<file path="src/rtl/svc_rv_hazard_ctrl_pkg.sv">
// Register-file constants shared by the hazard control slice.
package svc_rv_hazard_ctrl_pkg;
    localparam int unsigned REG_IDX_W = 5;
    localparam logic [REG_IDX_W-1:0] REG_X0 = '0;
endpackage

</file>
<file path="src/rtl/svc_rv_hazard_detect.sv">
// Load-use hazard detection between the load in EX and the instruction in ID.
module svc_rv_hazard_detect
    import svc_rv_hazard_ctrl_pkg::*;
(
    input  logic [REG_IDX_W-1:0] rs1_id,
    input  logic [REG_IDX_W-1:0] rs2_id,
    input  logic                 uses_rs1_id,
    input  logic                 uses_rs2_id,
    input  logic [REG_IDX_W-1:0] rd_ex,
    input  logic                 reg_write_ex,
    input  logic                 is_load_ex,
    output logic                 load_use
);
    // Writes to x0 are discarded, so they can never create a dependency.
    assign load_use = is_load_ex & reg_write_ex & (rd_ex != REG_X0) &
                      ((uses_rs1_id & (rs1_id == rd_ex)) |
                       (uses_rs2_id & (rs2_id == rd_ex)));
endmodule

</file>
<file path="src/rtl/svc_rv_hazard_ctrl.sv">
// Pipeline hazard control: redirect flushes, load-use bubbles and multi-cycle
// op stalls with a timeout abort, plus stall/flush performance counters.
module svc_rv_hazard_ctrl
    import svc_rv_hazard_ctrl_pkg::*;
#(
    parameter int unsigned MC_TIMEOUT = 64,
    parameter int unsigned CNT_W      = 32
) (
    input  logic                 clk,
    input  logic                 rst_n,
    input  logic [REG_IDX_W-1:0] rs1_id,
    input  logic [REG_IDX_W-1:0] rs2_id,
    input  logic                 uses_rs1_id,
    input  logic                 uses_rs2_id,
    input  logic [REG_IDX_W-1:0] rd_ex,
    input  logic                 reg_write_ex,
    input  logic                 is_load_ex,
    input  logic                 is_mc_ex,
    input  logic                 mc_done,
    input  logic                 redirect_ex,
    output logic                 stall_if,
    output logic                 stall_id,
    output logic                 stall_ex,
    output logic                 flush_id,
    output logic                 flush_ex,
    output logic                 mc_start,
    output logic                 mc_busy,
    output logic                 mc_timeout,
    output logic [CNT_W-1:0]     stall_cnt,
    output logic [CNT_W-1:0]     flush_cnt
);
    localparam logic ST_RUN     = 1'b0;
    localparam logic ST_MC_WAIT = 1'b1;

    localparam int unsigned WAIT_W = $clog2(MC_TIMEOUT + 1);
    localparam logic [WAIT_W-1:0] WAIT_LAST = WAIT_W'(MC_TIMEOUT - 1);

    logic              state_q, state_d;
    logic [WAIT_W-1:0] wait_q, wait_d;
    logic              timeout_q, timeout_d;
    logic [CNT_W-1:0]  stall_cnt_q, flush_cnt_q;
    logic              load_use;

    svc_rv_hazard_detect u_detect (
        .rs1_id       (rs1_id),
        .rs2_id       (rs2_id),
        .uses_rs1_id  (uses_rs1_id),
        .uses_rs2_id  (uses_rs2_id),
        .rd_ex        (rd_ex),
        .reg_write_ex (reg_write_ex),
        .is_load_ex   (is_load_ex),
        .load_use     (load_use)
    );

    // Controls are held low while in reset so a pending op is never restarted.
    always_comb begin
        stall_if  = 1'b0;
        stall_id  = 1'b0;
        stall_ex  = 1'b0;
        flush_id  = 1'b0;
        flush_ex  = 1'b0;
        mc_start  = 1'b0;
        mc_busy   = 1'b0;
        state_d   = state_q;
        wait_d    = wait_q;
        timeout_d = timeout_q;
        if (rst_n) begin
            case (state_q)
                ST_RUN: begin
                    if (redirect_ex) begin
                        flush_id = 1'b1;
                        flush_ex = 1'b1;
                    end else if (is_mc_ex) begin
                        mc_start = 1'b1;
                        stall_if = 1'b1;
                        stall_id = 1'b1;
                        stall_ex = 1'b1;
                        state_d  = ST_MC_WAIT;
                        wait_d   = '0;
                    end else if (load_use) begin
                        stall_if = 1'b1;
                        stall_id = 1'b1;
                        flush_ex = 1'b1;
                    end
                end
                ST_MC_WAIT: begin
                    mc_busy = 1'b1;
                    if (mc_done) begin
                        state_d = ST_RUN;
                    end else if (wait_q == WAIT_LAST) begin
                        // This wait cycle brings the count to MC_TIMEOUT: abort.
                        timeout_d = 1'b1;
                        state_d   = ST_RUN;
                    end else begin
                        stall_if = 1'b1;
                        stall_id = 1'b1;
                        stall_ex = 1'b1;
                        wait_d   = wait_q + WAIT_W'(1);
                    end
                end
                default: state_d = ST_RUN;
            endcase
        end
    end

    always_ff @(posedge clk) begin
        if (!rst_n) begin
            state_q     <= ST_RUN;
            wait_q      <= '0;
            timeout_q   <= 1'b0;
            stall_cnt_q <= '0;
            flush_cnt_q <= '0;
        end else begin
            state_q     <= state_d;
            wait_q      <= wait_d;
            timeout_q   <= timeout_d;
            stall_cnt_q <= stall_cnt_q + CNT_W'(stall_if);
            flush_cnt_q <= flush_cnt_q + CNT_W'(flush_ex);
        end
    end

    assign mc_timeout = timeout_q;
    assign stall_cnt  = stall_cnt_q;
    assign flush_cnt  = flush_cnt_q;
endmodule
</file>
<file path="config.mk">
export PLATFORM = sky130hd
export DESIGN_NAME = svc_rv_hazard_ctrl
export DESIGN_NICKNAME = d
export VERILOG_FILES = /design/src/rtl/svc_rv_hazard_ctrl_pkg.sv /design/src/rtl/svc_rv_hazard_detect.sv /design/src/rtl/svc_rv_hazard_ctrl.sv
export SDC_FILE = /design/constraint.sdc
export NUM_CORES = 1
export LEC_CHECK = 0
export CAP_MARGIN = 20
export CORE_UTILIZATION = 44
export DETAILED_ROUTE_END_ITERATION = 6
export GPL_ROUTABILITY_DRIVEN = 0
export PLACE_DENSITY = 0.76
export SYNTH_ARGS = -nofsm -noshare
export SYNTH_HDL_FRONTEND = slang
export SYNTH_SLANG_ARGS = --single-unit
</file>
<file path="constraint.sdc">
create_clock -name clk -period 3.1 [get_ports clk]
set_input_delay 0.62 -clock clk [delete_from_list [all_inputs] [get_ports clk]]
set_output_delay 0.62 -clock clk [all_outputs]
set_load 0.05 [all_outputs]
</file>
-- Word-level counts from Yosys, hierarchy flattened
Index checks and enable logic that the tools add are counted.
Widths: inputs -> output; s select.
- add/sub/neg operators: 3
- equality and inequality tests: 7
- mux-type cells: 27
- bitwise gates (word level): 8
- reductions and logical operators: 3
- operators with widths (cell ; number):
    $add 32x1->32 ; 2
    $mux 7 ; 4
    $mux 1 ; 20
    $pmux 7 s2 ; 1
    $eq 5x5->1 ; 2
    $ne 2x2->1 const B ; 4
    $add 7x1->7 const B ; 1
    $eq 7x6->1 const B ; 1
    $and 1x1->1 ; 5
    $reduce_bool 5->1 ; 1
    $pmux 1 s2 ; 2
    $reduce_and 4->1 ; 1
    $reduce_and 3->1 ; 1
    $not 1->1 ; 2
    $or 1x1->1 ; 1
- bits in registers: 73
- input bits: 24

-- Logic depth before layout (Yosys ltp)
- word-level depth: 10
- depth in mapped cells: 12
- mapped depth without buffers: 11

-- Cells and area by module
Synthesis repeated with hierarchy kept, for this count alone.
- cell total of the unflattened synthesis: 435
- area total of the unflattened synthesis: 3659.8 um2
- by module, submodules not included (module ; times used ; cells an instance ; area each (um2)):
    svc_rv_hazard_ctrl ; 1 ; 418 ; 3524.6
    svc_rv_hazard_detect ; 1 ; 17 ; 135.1

-- Worst setup path after synthesis
OpenSTA, ideal clock, no wires.
- path kind: input-to-reg
- from: input rst_n
- to: register stall_cnt_q[22] (netlist: stall_cnt[22])
- setup time: 71 ps
- arrival time: 3666 ps
- path slack: -636 ps
- cell stages on the path: 11
- cells stage by stage: a21boi_0 o41ai_1 or3_1 o22ai_1 ha_1 ha_1 and2_1 clkbuf_1 nand3_1 or4_1 a21oi_1
- longest elaborated chain between the ends: 2
- RTL lines (what ; line ; source):
    start: declaration ; svc_rv_hazard_ctrl.sv:10 ; input logic rst_n,
    $mux 1 ; -- ;
    via stall_id ; svc_rv_hazard_ctrl.sv:22 ; output logic stall_id,
    $add 32x1->32 ; svc_rv_hazard_ctrl.sv:117 ; stall_cnt_q <= stall_cnt_q + CNT_W'(stall_if);
    end signal: assignment ; svc_rv_hazard_ctrl.sv:117 ;
    end: declaration ; svc_rv_hazard_ctrl.sv:41 ; logic [CNT_W-1:0] stall_cnt_q, flush_cnt_q;
The timed path passes the listed nets, and every way through them passes these cells.
A chain may end at the register's enable or synchronous reset.

-- Worst setup path in the final report
- from: input rs1_id[1]
- to: register flush_cnt_q[22] (netlist: flush_cnt[22])
- longest elaborated chain between the ends: 10
- RTL lines (what ; line ; source):
    start: declaration ; svc_rv_hazard_ctrl.sv:11 ; input logic [REG_IDX_W-1:0] rs1_id,
    $eq 5x5->1 ; svc_rv_hazard_detect.sv:16 ; ((uses_rs1_id & (rs1_id == rd_ex)) |
    $and 1x1->1 ; svc_rv_hazard_detect.sv:16 ;
    $or 1x1->1 ; svc_rv_hazard_detect.sv:16 ;
    $and 1x1->1 ; svc_rv_hazard_detect.sv:15 ; assign load_use = is_load_ex & reg_write_ex & (rd_ex != REG_X0) &
    $mux 1 ; svc_rv_hazard_ctrl.sv:80 ; end else if (load_use) begin
    $mux 1 ; svc_rv_hazard_ctrl.sv:73 ; end else if (is_mc_ex) begin
    $mux 1 ; svc_rv_hazard_ctrl.sv:70 ; if (redirect_ex) begin
    $mux 1 ; svc_rv_hazard_ctrl.sv:68 ; case (state_q)
    $mux 1 ; svc_rv_hazard_ctrl.sv:67 ; if (rst_n) begin
    $add 32x1->32 ; svc_rv_hazard_ctrl.sv:118 ; flush_cnt_q <= flush_cnt_q + CNT_W'(flush_ex);
    end signal: assignment ; svc_rv_hazard_ctrl.sv:118 ;
    end: declaration ; svc_rv_hazard_ctrl.sv:41 ;
Every way passes these cells.

==> results.json <==
{
  "timing.hold.worst_path_depth": 2,
  "max-slew-margin-rel_pct": 54.5,
  "num-nets-final": 556,
  "r2r_cells": 11,
  "min_period_ps": 3060,
  "netlist.area_leader.share_pct": 40.4,
  "worst_path_most_repeated_cell": "ha_4",
  "postSynth.topFlopCell": "dfxtp_1",
  "clock_pin_slew_of_the_registers_on_the_worst_case_setup_and_hold_paths_ps": 80,
  "max_cap_violations": 0,
  "finish.instance_area_um2": 5290,
  "flow.area_growth_from_synthesis_pct": 46.3,
  "clock_tree.root_cell": "clkbuf_8",
  "min-delay-path-class": "flop to flop",
  "timing.critical_path.to_type": "flop",
  "postSynthRegisterBits": 73,
  "fin_hold_ws_ps": 489,
  "critPathRequiredTime_ps": 3380,
  "grt_pass1_vias": 3178,
  "post_synth_instance_area_um2": 3610,
  "routedWlPerCell_um": 14.2,
  "pwr_density_cell_nw_per_um2": 374,
  "worstSkewPairLatency_ps": 340,
  "achievable_clock_frequency_mhz": 327,
  "syn-instance-count": 415,
  "num_antenna_cells": 0,
  "globalRouteOverflowTotal": 0,
  "die_width_um": 92.6,
  "drt_pre_antenna_iters": 4,
  "cts_max_level": 3,
  "critical_path_peak_fanout": 5,
  "max-vdd-ir-drop_uv": 217,
  "cts_tree": "done",
  "detailedPlacementHpwl_um": 6430,
  "drt_iter0_drc": 107,
  "crit_path_top_delay_cell": "or4_1",
  "fin_ws_ps": 41.2,
  "dieArea_um2": 8580,
  "drv_slew": 0,
  "drc": 0,
  "floorplan.core_area_um2": 7850,
  "antenna_violations_before_repair": 0,
  "cell_count_after_placement": 614,
  "num_io_pins": 96,
  "via_count": 3484,
  "syn-num-nets": 444,
  "path_cells": "clkdlybuf4s50_1 > xor2_1 > nor4_2 > a32oi_2 > o21bai_4 > ha_4 > ha_4 > and3_4 > nand4_1 > buf_6 > or4_1 > a21oi_1",
  "pre_cts_ws_ps": -481,
  "placedInstanceArea_um2": 4980,
  "switching_power_mw": 0.452,
  "cell_internal_pwr_mw": 1.53,
  "netlist-cell-type-count": 51,
  "holdCritStartpoint": "stall_cnt[23]",
  "synth_enable_flop_cells": 0,
  "setup_viol": 0,
  "drt.antenna.violating_nets": 0,
  "share_comb_of_total_power_pct": 9.4,
  "final_util_pct": 67.4,
  "timing.reg2reg.setup_slack_ps": 220,
  "worst_pin_slew_ps": 678,
  "cts.path.max_buffers": 2,
  "drt_wl_total_um": 8990,
  "numPortBuffers": 95,
  "number_of_warnings_issued_by_yosys": 0,
  "largest_net_degree_at_the_start_of_global_routing": 47,
  "skew_ps": 12.0,
  "finalHoldViolations": 0,
  "synth_top_cells_by_area": "dfxtp_1, xor2_1, nand3_1",
  "setup_tns_ps": 0,
  "min_period_over_period_pct": 98.7,
  "totalPowerFinal_mw": 1.98,
  "height_of_the_die_um": 92.6,
  "worstSetupPathType": "input pin to flop",
  "placement_rows": 32,
  "worstReg2RegEnd": "stall_cnt[22]",
  "holdPathEnd": "stall_cnt[23]",
  "netSwitchingFraction_pct": 22.8,
  "vias_per_cell": 5.50,
  "holdBufCountCts": 0,
  "drive_gt1_share_pct": 15.6,
  "synth_top_cell_by_area": "dfxtp_1",
  "synth-seq-area-share_pct": 40.4,
  "cp_slowest_stage_delay_ps": 490,
  "syn-mean-instance-area_um2": 8.71,
  "startpoint_type": "input pin",
  "outcome": "complete, no violations",
  "global_route.usage.total_pct": 21.5,
  "initial_utilization_pct": 46.1,
  "origin_of_the_worst_setup_path": "rs1_id[1]",
  "grt_pass1_wl_um": 14700,
  "cellLeakagePower_nw": 1.92,
  "layoutNonFillerInstCount": 634,
  "cts.sinks": 73,
  "worstPathArrival_ps": 3330,
  "power.clock.fraction_pct": 42.6,
  "synthArstFlopShare_pct": 0,
  "cts_made_buffers": 9,
  "power_frac_seq_pct": 47.9,
  "regToRegStartpoint": "wait_q[0]"
}
==> cell usage in the layout (no fill, tap or decap), drive strengths merged, types with 9 or more instances in the layout <==
cell           instances
clkdlybuf4s50         81
dfxtp                 73
buf                   37
nand2                 33
nor2                  30
xor2                  27
nand3                 25
a21oi                 22
nand4                 16
nand2b                15
inv                   12
mux2i                 12
o21ai                 12
clkbuf                12
or3                   11
and3                  10
or4                   10
and4                   9
==> layout make-up <==
cell class / instances / area, um2
flip-flops and latches: 73 / 1460
clock buffers: 12 / 155
well taps: 102 / 128
repair buffers: 125 / 1250
multi-input cells: 306 / 2170
fillers: 677 / 2560
inverters: 12 / 45.0
clock inverters: 4 / 75.1
==> state kept, by name, indices dropped and copies added (netlist names) <==
name / cells
flush_cnt: 32
mc_timeout: 1
stall_cnt: 32
state_q: 1
wait_q: 7
==> cell families after synthesis <==
group	count (synthesis)	share of synthesized area, %
xor gates and xnor gates	35	8.48
and+or+nand+nor	186	29.1
DFF	73	40.4
adders and majority gates	5	1.73
buffers and inverters	36	4.26
AOI/OAI and AO/OA	68	12.7
muxes	12	3.32
==> routing by layer <==
metal	GRT usage, %	vias to the layer above	share of wire [%]
met2	36.1	89	50
met3	6.90	9	5.5
met4	6.28	0	1.1
met1	26.3	1657	44
li1	-	1729	-
met5	0	-	0
==> synth_stat cells, drive strengths merged, types with 2 or more instances <==
library cell	n
nand2b	15
o21ai	12
a21oi	22
or2	2
nand2	33
nand4	16
buf	8
a2111o	2
clkbuf	16
o311ai	7
or4	10
and3	10
nor4	7
o41ai	8
xnor2	8
and2	8
nand3	25
a211oi	2
or3	11
ha	5
nor2b	2
inv	12
xor2	27
dfxtp	73
nor2	30
nor3	3
o31ai	8
mux2i	12
and4	9
==> critical path: cells and delay by family <==
kind,cells,cell delay (ps)
and+or+nand+nor,4,1120
buffers and inverters,2,590
AOI/OAI and AO/OA,3,540
adders and majority gates,2,300
xor gates and xnor gates,1,160
==> how the worst max path moves through the flow <==
| stage | to |
|---|---|
| 2_1_floorplan | stall_cnt[22] |
| 3_3_place_gp | stall_cnt[24] |
| 3_5_place_dp | stall_cnt[24] |
| 4_1_cts | flush_cnt[20] |
| 5_1_grt | flush_cnt[24] |
| 6_report | flush_cnt[22] |
==> power by group through the flow <==
stage	sequential (mW)	combinational, mW	clock (mW)
floorplan	0.981	0.0835	0
global placement	0.970	0.181	0
detailed placement	0.970	0.186	0
CTS	0.948	0.187	0.866
global route	0.949	0.200	0.917
finish	0.948	0.187	0.844
==> what timing repair did <==
item | CTS | global route
setup endpoints to repair | 13 | 18
pin swaps | 2 | 6
gates cloned | 0 | 1
resized for setup | 10 | 8
setup buffers | 0 | 3
Power figures use the tool's default switching activity.
